File: src/rtl/watch_pkg.sv
// Shared watch-controller definitions: BCD digit type, per-digit limits and
// the time-of-day validity rule used by the setting, keeping and display stages.
package watch_pkg;

    typedef logic [3:0] bcd_t;

    localparam bcd_t SEC_TENS_MAX         = 4'd5;
    localparam bcd_t UNITS_MAX            = 4'd9;
    localparam bcd_t HOUR_TENS_MAX        = 4'd2;
    localparam bcd_t HOUR_UNITS_MAX_AT_20 = 4'd3;

    // Minute tens share the seconds-tens limit of 5.
    function automatic logic isValidTime(input bcd_t h1, input bcd_t h0,
                                         input bcd_t m1, input bcd_t m0);
        return (h1 <= HOUR_TENS_MAX)
            && ((h1 != HOUR_TENS_MAX) || (h0 <= HOUR_UNITS_MAX_AT_20))
            && (h0 <= UNITS_MAX)
            && (m1 <= SEC_TENS_MAX)
            && (m0 <= UNITS_MAX);
    endfunction

endpackage

File: src/rtl/bcd_digit_counter.sv
// One BCD digit that wraps at MAX, with synchronous load/clear and a carry
// that is asserted in the cycle the digit wraps.
module bcd_digit_counter
    import watch_pkg::*;
#(
    parameter bcd_t MAX = UNITS_MAX
) (
    input  logic clk,
    input  logic reset,
    input  logic inc,
    input  logic clr,
    input  logic load,
    input  bcd_t loadValue,
    output bcd_t value,
    output logic carry
);

    logic atMax;

    assign atMax = (value == MAX);
    assign carry = inc && atMax;

    // Load wins over clear, clear wins over increment.
    always_ff @(posedge clk or negedge reset) begin
        if (!reset) begin
            value <= '0;
        end else if (load) begin
            value <= loadValue;
        end else if (clr) begin
            value <= '0;
        end else if (inc) begin
            value <= atMax ? '0 : value + 4'd1;
        end
    end

endmodule

File: src/rtl/time_keeper.sv
// 24-hour running time-of-day: prescales clk into seconds, ripples carries
// through six BCD digits and accepts validated HH:MM loads.
module time_keeper
    import watch_pkg::*;
#(
    parameter int TICKS_PER_SEC = 50_000_000
) (
    input  logic clk,
    input  logic reset,
    input  logic load,
    input  bcd_t set_h1,
    input  bcd_t set_h0,
    input  bcd_t set_m1,
    input  bcd_t set_m0,
    input  logic run,
    output bcd_t h1,
    output bcd_t h0,
    output bcd_t m1,
    output bcd_t m0,
    output bcd_t s1,
    output bcd_t s0,
    output logic sec_tick,
    output logic min_roll,
    output logic day_roll,
    output logic load_err
);

    localparam int PW = (TICKS_PER_SEC > 1) ? $clog2(TICKS_PER_SEC) : 1;
    localparam logic [PW-1:0] LAST_TICK = PW'(TICKS_PER_SEC - 1);

    logic [PW-1:0] prescaler;
    logic loadValid, loadOk, loadBad, counting, advance;
    logic s0Carry, s1Carry, m0Carry, m1Carry, h0Carry, h1Carry;
    logic dayWrap, hourClr;

    assign loadValid = isValidTime(set_h1, set_h0, set_m1, set_m0);
    assign loadOk    = load && loadValid;
    assign loadBad   = load && !loadValid;
    assign counting  = run && !load;
    assign advance   = counting && (prescaler == LAST_TICK);

    // Any load, valid or not, discards the advance; only a valid one rephases.
    always_ff @(posedge clk or negedge reset) begin
        if (!reset) begin
            prescaler <= '0;
        end else if (loadOk) begin
            prescaler <= '0;
        end else if (counting) begin
            prescaler <= advance ? '0 : prescaler + PW'(1);
        end
    end

    // 23:59:59 wraps both hour digits; the hour-tens carry can only fire from
    // an out-of-range hour and is folded in so it too lands on 00.
    assign dayWrap = m1Carry && (h1 == HOUR_TENS_MAX) && (h0 == HOUR_UNITS_MAX_AT_20);
    assign hourClr = dayWrap || h1Carry;

    bcd_digit_counter #(.MAX(UNITS_MAX)) secUnits (
        .clk(clk), .reset(reset), .inc(advance), .clr(loadOk), .load(1'b0),
        .loadValue('0), .value(s0), .carry(s0Carry)
    );

    bcd_digit_counter #(.MAX(SEC_TENS_MAX)) secTens (
        .clk(clk), .reset(reset), .inc(s0Carry), .clr(loadOk), .load(1'b0),
        .loadValue('0), .value(s1), .carry(s1Carry)
    );

    bcd_digit_counter #(.MAX(UNITS_MAX)) minUnits (
        .clk(clk), .reset(reset), .inc(s1Carry), .clr(1'b0), .load(loadOk),
        .loadValue(set_m0), .value(m0), .carry(m0Carry)
    );

    bcd_digit_counter #(.MAX(SEC_TENS_MAX)) minTens (
        .clk(clk), .reset(reset), .inc(m0Carry), .clr(1'b0), .load(loadOk),
        .loadValue(set_m1), .value(m1), .carry(m1Carry)
    );

    bcd_digit_counter #(.MAX(UNITS_MAX)) hourUnits (
        .clk(clk), .reset(reset), .inc(m1Carry), .clr(hourClr), .load(loadOk),
        .loadValue(set_h0), .value(h0), .carry(h0Carry)
    );

    bcd_digit_counter #(.MAX(HOUR_TENS_MAX)) hourTens (
        .clk(clk), .reset(reset), .inc(h0Carry), .clr(hourClr), .load(loadOk),
        .loadValue(set_h1), .value(h1), .carry(h1Carry)
    );

    always_ff @(posedge clk or negedge reset) begin
        if (!reset) begin
            sec_tick <= 1'b0;
            min_roll <= 1'b0;
            day_roll <= 1'b0;
            load_err <= 1'b0;
        end else begin
            sec_tick <= advance;
            min_roll <= s1Carry;
            day_roll <= dayWrap;
            load_err <= loadBad;
        end
    end

endmodule
File: config.mk
export PLATFORM = sky130hd
export DESIGN_NAME = time_keeper
export DESIGN_NICKNAME = d
export VERILOG_FILES = /design/src/rtl/watch_pkg.sv /design/src/rtl/bcd_digit_counter.sv /design/src/rtl/time_keeper.sv
export SDC_FILE = /design/constraint.sdc
export NUM_CORES = 1
export LEC_CHECK = 0
export CORE_MARGIN = 5
export CORE_UTILIZATION = 60
export CTS_BUF_LIST = sky130_fd_sc_hd__clkbuf_2
export CTS_CLUSTER_DIAMETER = 60
export DETAILED_ROUTE_END_ITERATION = 10
export PLACE_DENSITY_LB_ADDON = 0.05
export SLEW_MARGIN = 30
export SYNTH_ARGS = -nofsm -noshare
export SYNTH_HDL_FRONTEND = slang
export SYNTH_SLANG_ARGS = --single-unit
export TNS_END_PERCENT = 1
File: constraint.sdc
create_clock -name clk -period 6.9 [get_ports clk]
set_clock_uncertainty 0.1 [all_clocks]
set_input_delay 1.38 -clock clk [delete_from_list [all_inputs] [get_ports clk]]
set_output_delay 1.38 -clock clk [all_outputs]
set_load 0.1 [all_outputs]
==> key figures <==
Status
  – Run status: complete, no violations

Clocking
  – Clock root cell: clkbuf_2
  – Clock Tree Buf Depth: 2
  – Post-CTS Setup Repair Bufs: 0
  – Maximum level of the CTS H-tree: 2
  – Cts repair resizes: 0
  – Clock-pin slew reported for the worst setup and hold paths after clock tree synthesis: 0.27 ns
  – Clock net sink count: 54
  – CTS tree: done
  – Count of hold-fix buffers inserted at cts: 0
  – Clock latency of the later-clocked register in the worst-skew pair: 0.44 ns
  – Total CTS buffers: 5

Global routing
  – Overall fraction of global-route tracks in use: 24.2%
  – Vias in the first global route: 2695
  – Number of antenna violations at the first check in global routing: 0
  – Maximum number of pins on one net before global-route repair: 55
  – Aggregate global routing overflow: 0
  – Wire length of the first global-routing pass: 12800 µm

Critical path
  – R2R Path End: hourTens.value[0]
  – Data required time at the worst endpoint: 7.20 ns
  – Stage delay of the slowest cell on the critical path: 0.68 ns
  – Ordered list of cells on the worst path: clkdlybuf4s50_1 -> nor2b_1 -> nand4_4 -> or4_4 -> or4_1 -> a31oi_1
  – Arr. time, crit path: 4.18 ns
  – Worst-path maximum fanout: 11
  – Critical Path End Type: flip-flop
  – Cell with the largest stage delay on the worst path: or4_4
  – Flop2flop setup slack: 4.11 ns
  – Cell class contributing the biggest share of worst-path delay: simple AND/OR/NAND/NOR gates
  – RR Startpoint: prescaler[0]
  – Startpoint Class: primary input
  – CP bufs+invs: 1
  – Crit path depth: 6
  – Worst setup path startpoint: load
  – Critical setup path kind: primary input to flip-flop
  – R2R depth: 6

Placement
  – Placed cell count: 451
  – Placed cell area: 0.00363 mm²
  – Number of port buffers: 47
  – Routability cong.: 0.881
  – HPWL reported at the end of detailed placement: 5260 µm

Synthesis
  – Post-synth EDFFs: 0
  – Sequential share of the synthesized area: 43.1%
  – Post-synthesis register bit count: 54
  – Top post-synthesis cells by count: dfrtp_1, o21ai_0, a21oi_1, nand2_1, nor2_1
  – Synth top area share: 43.1%
  – Instance count of the mapped netlist: 351
  – Async SR Flop Fraction: 100%
  – Most common cell in the netlist: dfrtp_1
  – Post-Synthesis Net Count: 376
  – Count of yosys warnings during synthesis: 0
  – Dominant synthesized flop cell: dfrtp_1
  – Avg Cell Area, Syn: 8.94 µm²
  – Largest cells by area after synthesis: dfrtp_1, o21ai_0, a21oi_1
  – Largest area contributor in the netlist: dfrtp_1
  – Library cells used by synthesis: 52
  – Netlist area before placement: 0.00314 mm²

Pwr
  – Leak Pwr: 1.41 nW
  – Worst supply voltage drop on vdd: 164 µV
  – Total power density per cell area: 210 mW/mm²
  – Total Power Consumption: 0.771 mW

Hold path
  – Worst min-delay path startpoint: secTens.value[0]
  – Worst Hold Class: flip-flop to flip-flop
  – Cells on Worst Hold Path: 1
  – Worst-case hold path end point: secTens.value[0]

Drt
  – DRC marker count from the first detailed-route iteration: 191
  – Drt wl/cell: 16.3 µm
  – Routed vias: 2855
  – Iteration count of the initial detailed-routing pass: 4
  – Antenna viol nets, final: 0
  – DRC violation count after routing: 0
  – Wire length reported by the detailed router: 7480 µm
  – Number of vias per cell: 6.22

STA
  – Number of pins with negative max-slew slack in the final report: 0
  – Minimum clock period: 3.89 ns
  – Setup repair after global routing missed its margin: no
  – Hold violation total from the final report: 0
  – Final Cycle Share: 56.3%
  – Final setup violation count: 0
  – Slew at the pin closest to its max-slew limit: 0.986 ns
  – Final total negative setup slack: 0 ns
  – Worst slew margin relative to its limit: 33.7%
  – Minimum hold slack: 0.460 ns
  – Achievable clock frequency: 0.257 GHz

Floorplanning
  – Starting utilization of the core area: 61.4%
  – Floorplan Core Area: 0.00511 mm²
  – I/O pin count: 48
  – Width of the die: 82.3 µm
  – Die area: 0.00678 mm²
  – Die Height: 82.3 µm
  – Number of rows in the core area: 26

Cells and area
  – Net total in the final layout: 413
  – Final std cell area, no fill: 0.00366 mm²
  – Antenna Diode Count: 0
  – Share of cells above drive strength 1: 6.43%
  – Final std cells w/o fill: 459
  – Area growth from synthesis to layout: 16.8%

Run
  – Max-capacitance violation count: 0
-- per-layer routing --
layer / share of wire (%) / global-route usage, % / up-vias
met2: 48 / 40.1 / 72
met4: 1.3 / 6.48 / 0
met3: 4.8 / 4.45 / 8
li1: - / - / 1383
met1: 45 / 32.4 / 1392
met5: 0 / 0 / -
-- cell usage in the layout (no fill, tap or decap), types with 9 or more instances in the layout --
cell type / synthesis / final
nor2_1: 18 / 18
o21ai_0: 34 / 34
nand2_1: 31 / 31
nand3_1: 16 / 16
a21oi_1: 31 / 30
inv_1: 9 / 9
or3_1: 17 / 17
nand4_1: 13 / 13
or4_1: 9 / 9
dfrtp_1: 54 / 54
clkdlybuf4s50_1: 0 / 46
-- flip-flops by register name, indices dropped and copies added (netlist names), 4 cells and up --
signal	flops
secUnits.value	4
minTens.value	4
prescaler	26
secTens.value	4
hourUnits.value	4
minUnits.value	4
hourTens.value	4
-- worst max-delay path by stage --
stage | endpoint
after floorplan | hourTens.value[2]
after global placement | hourTens.value[0]
after detailed placement | hourTens.value[0]
after CTS | hourTens.value[0]
after global routing | hourTens.value[0]
final | hourTens.value[0]
-- power by group --
part	internal, mW	total (mW)	switching, mW
clock network	0.0217	0.120	0.0980
registers	0.353	0.407	0.0539
logic	0.0729	0.244	0.171
-- cell type report --
cell class	instances	area (µm²)
clock buffer	5	25.0
clock inverter	3	11.3
fill	410	1440
inverter	9	33.8
multi-input combinational	269	1680
sequential	54	1350
tap	70	87.6
timing repair buffer	49	480
-- through the flow --
| step | setup WS (ns) | util [%] |
|---|---|---|
| 2_1_floorplan | 3.62 | - |
| 5_1_grt | 2.91 | 71.8 |
| 4_1_cts | 3.04 | 71.8 |
| 6_report | 3.01 | 71.8 |
| 3_5_place_dp | 2.54 | 71.0 |
| 3_3_place_gp | 2.59 | 71.0 |
-- cell families after synthesis --
| group | after synthesis | synth area share [%] |
|---|---|---|
| fa+ha+maj | 5 | 1.99 |
| simple gates | 162 | 31.3 |
| buf+inv | 28 | 3.67 |
| flops | 54 | 43.1 |
| compound gates | 90 | 16.4 |
| xor+xnor | 6 | 1.67 |
| mux | 6 | 1.91 |
-- worst register-to-register path: stages (launching register included) --
cell and delay (ns):
dfrtp_1 0.49, ha_1 0.21, and3_1 0.22, nand4_1 0.34, or4_4 0.71, or4_1 0.54, a31oi_1 0.17
Note: power is estimated with default switching activity, not from simulation.
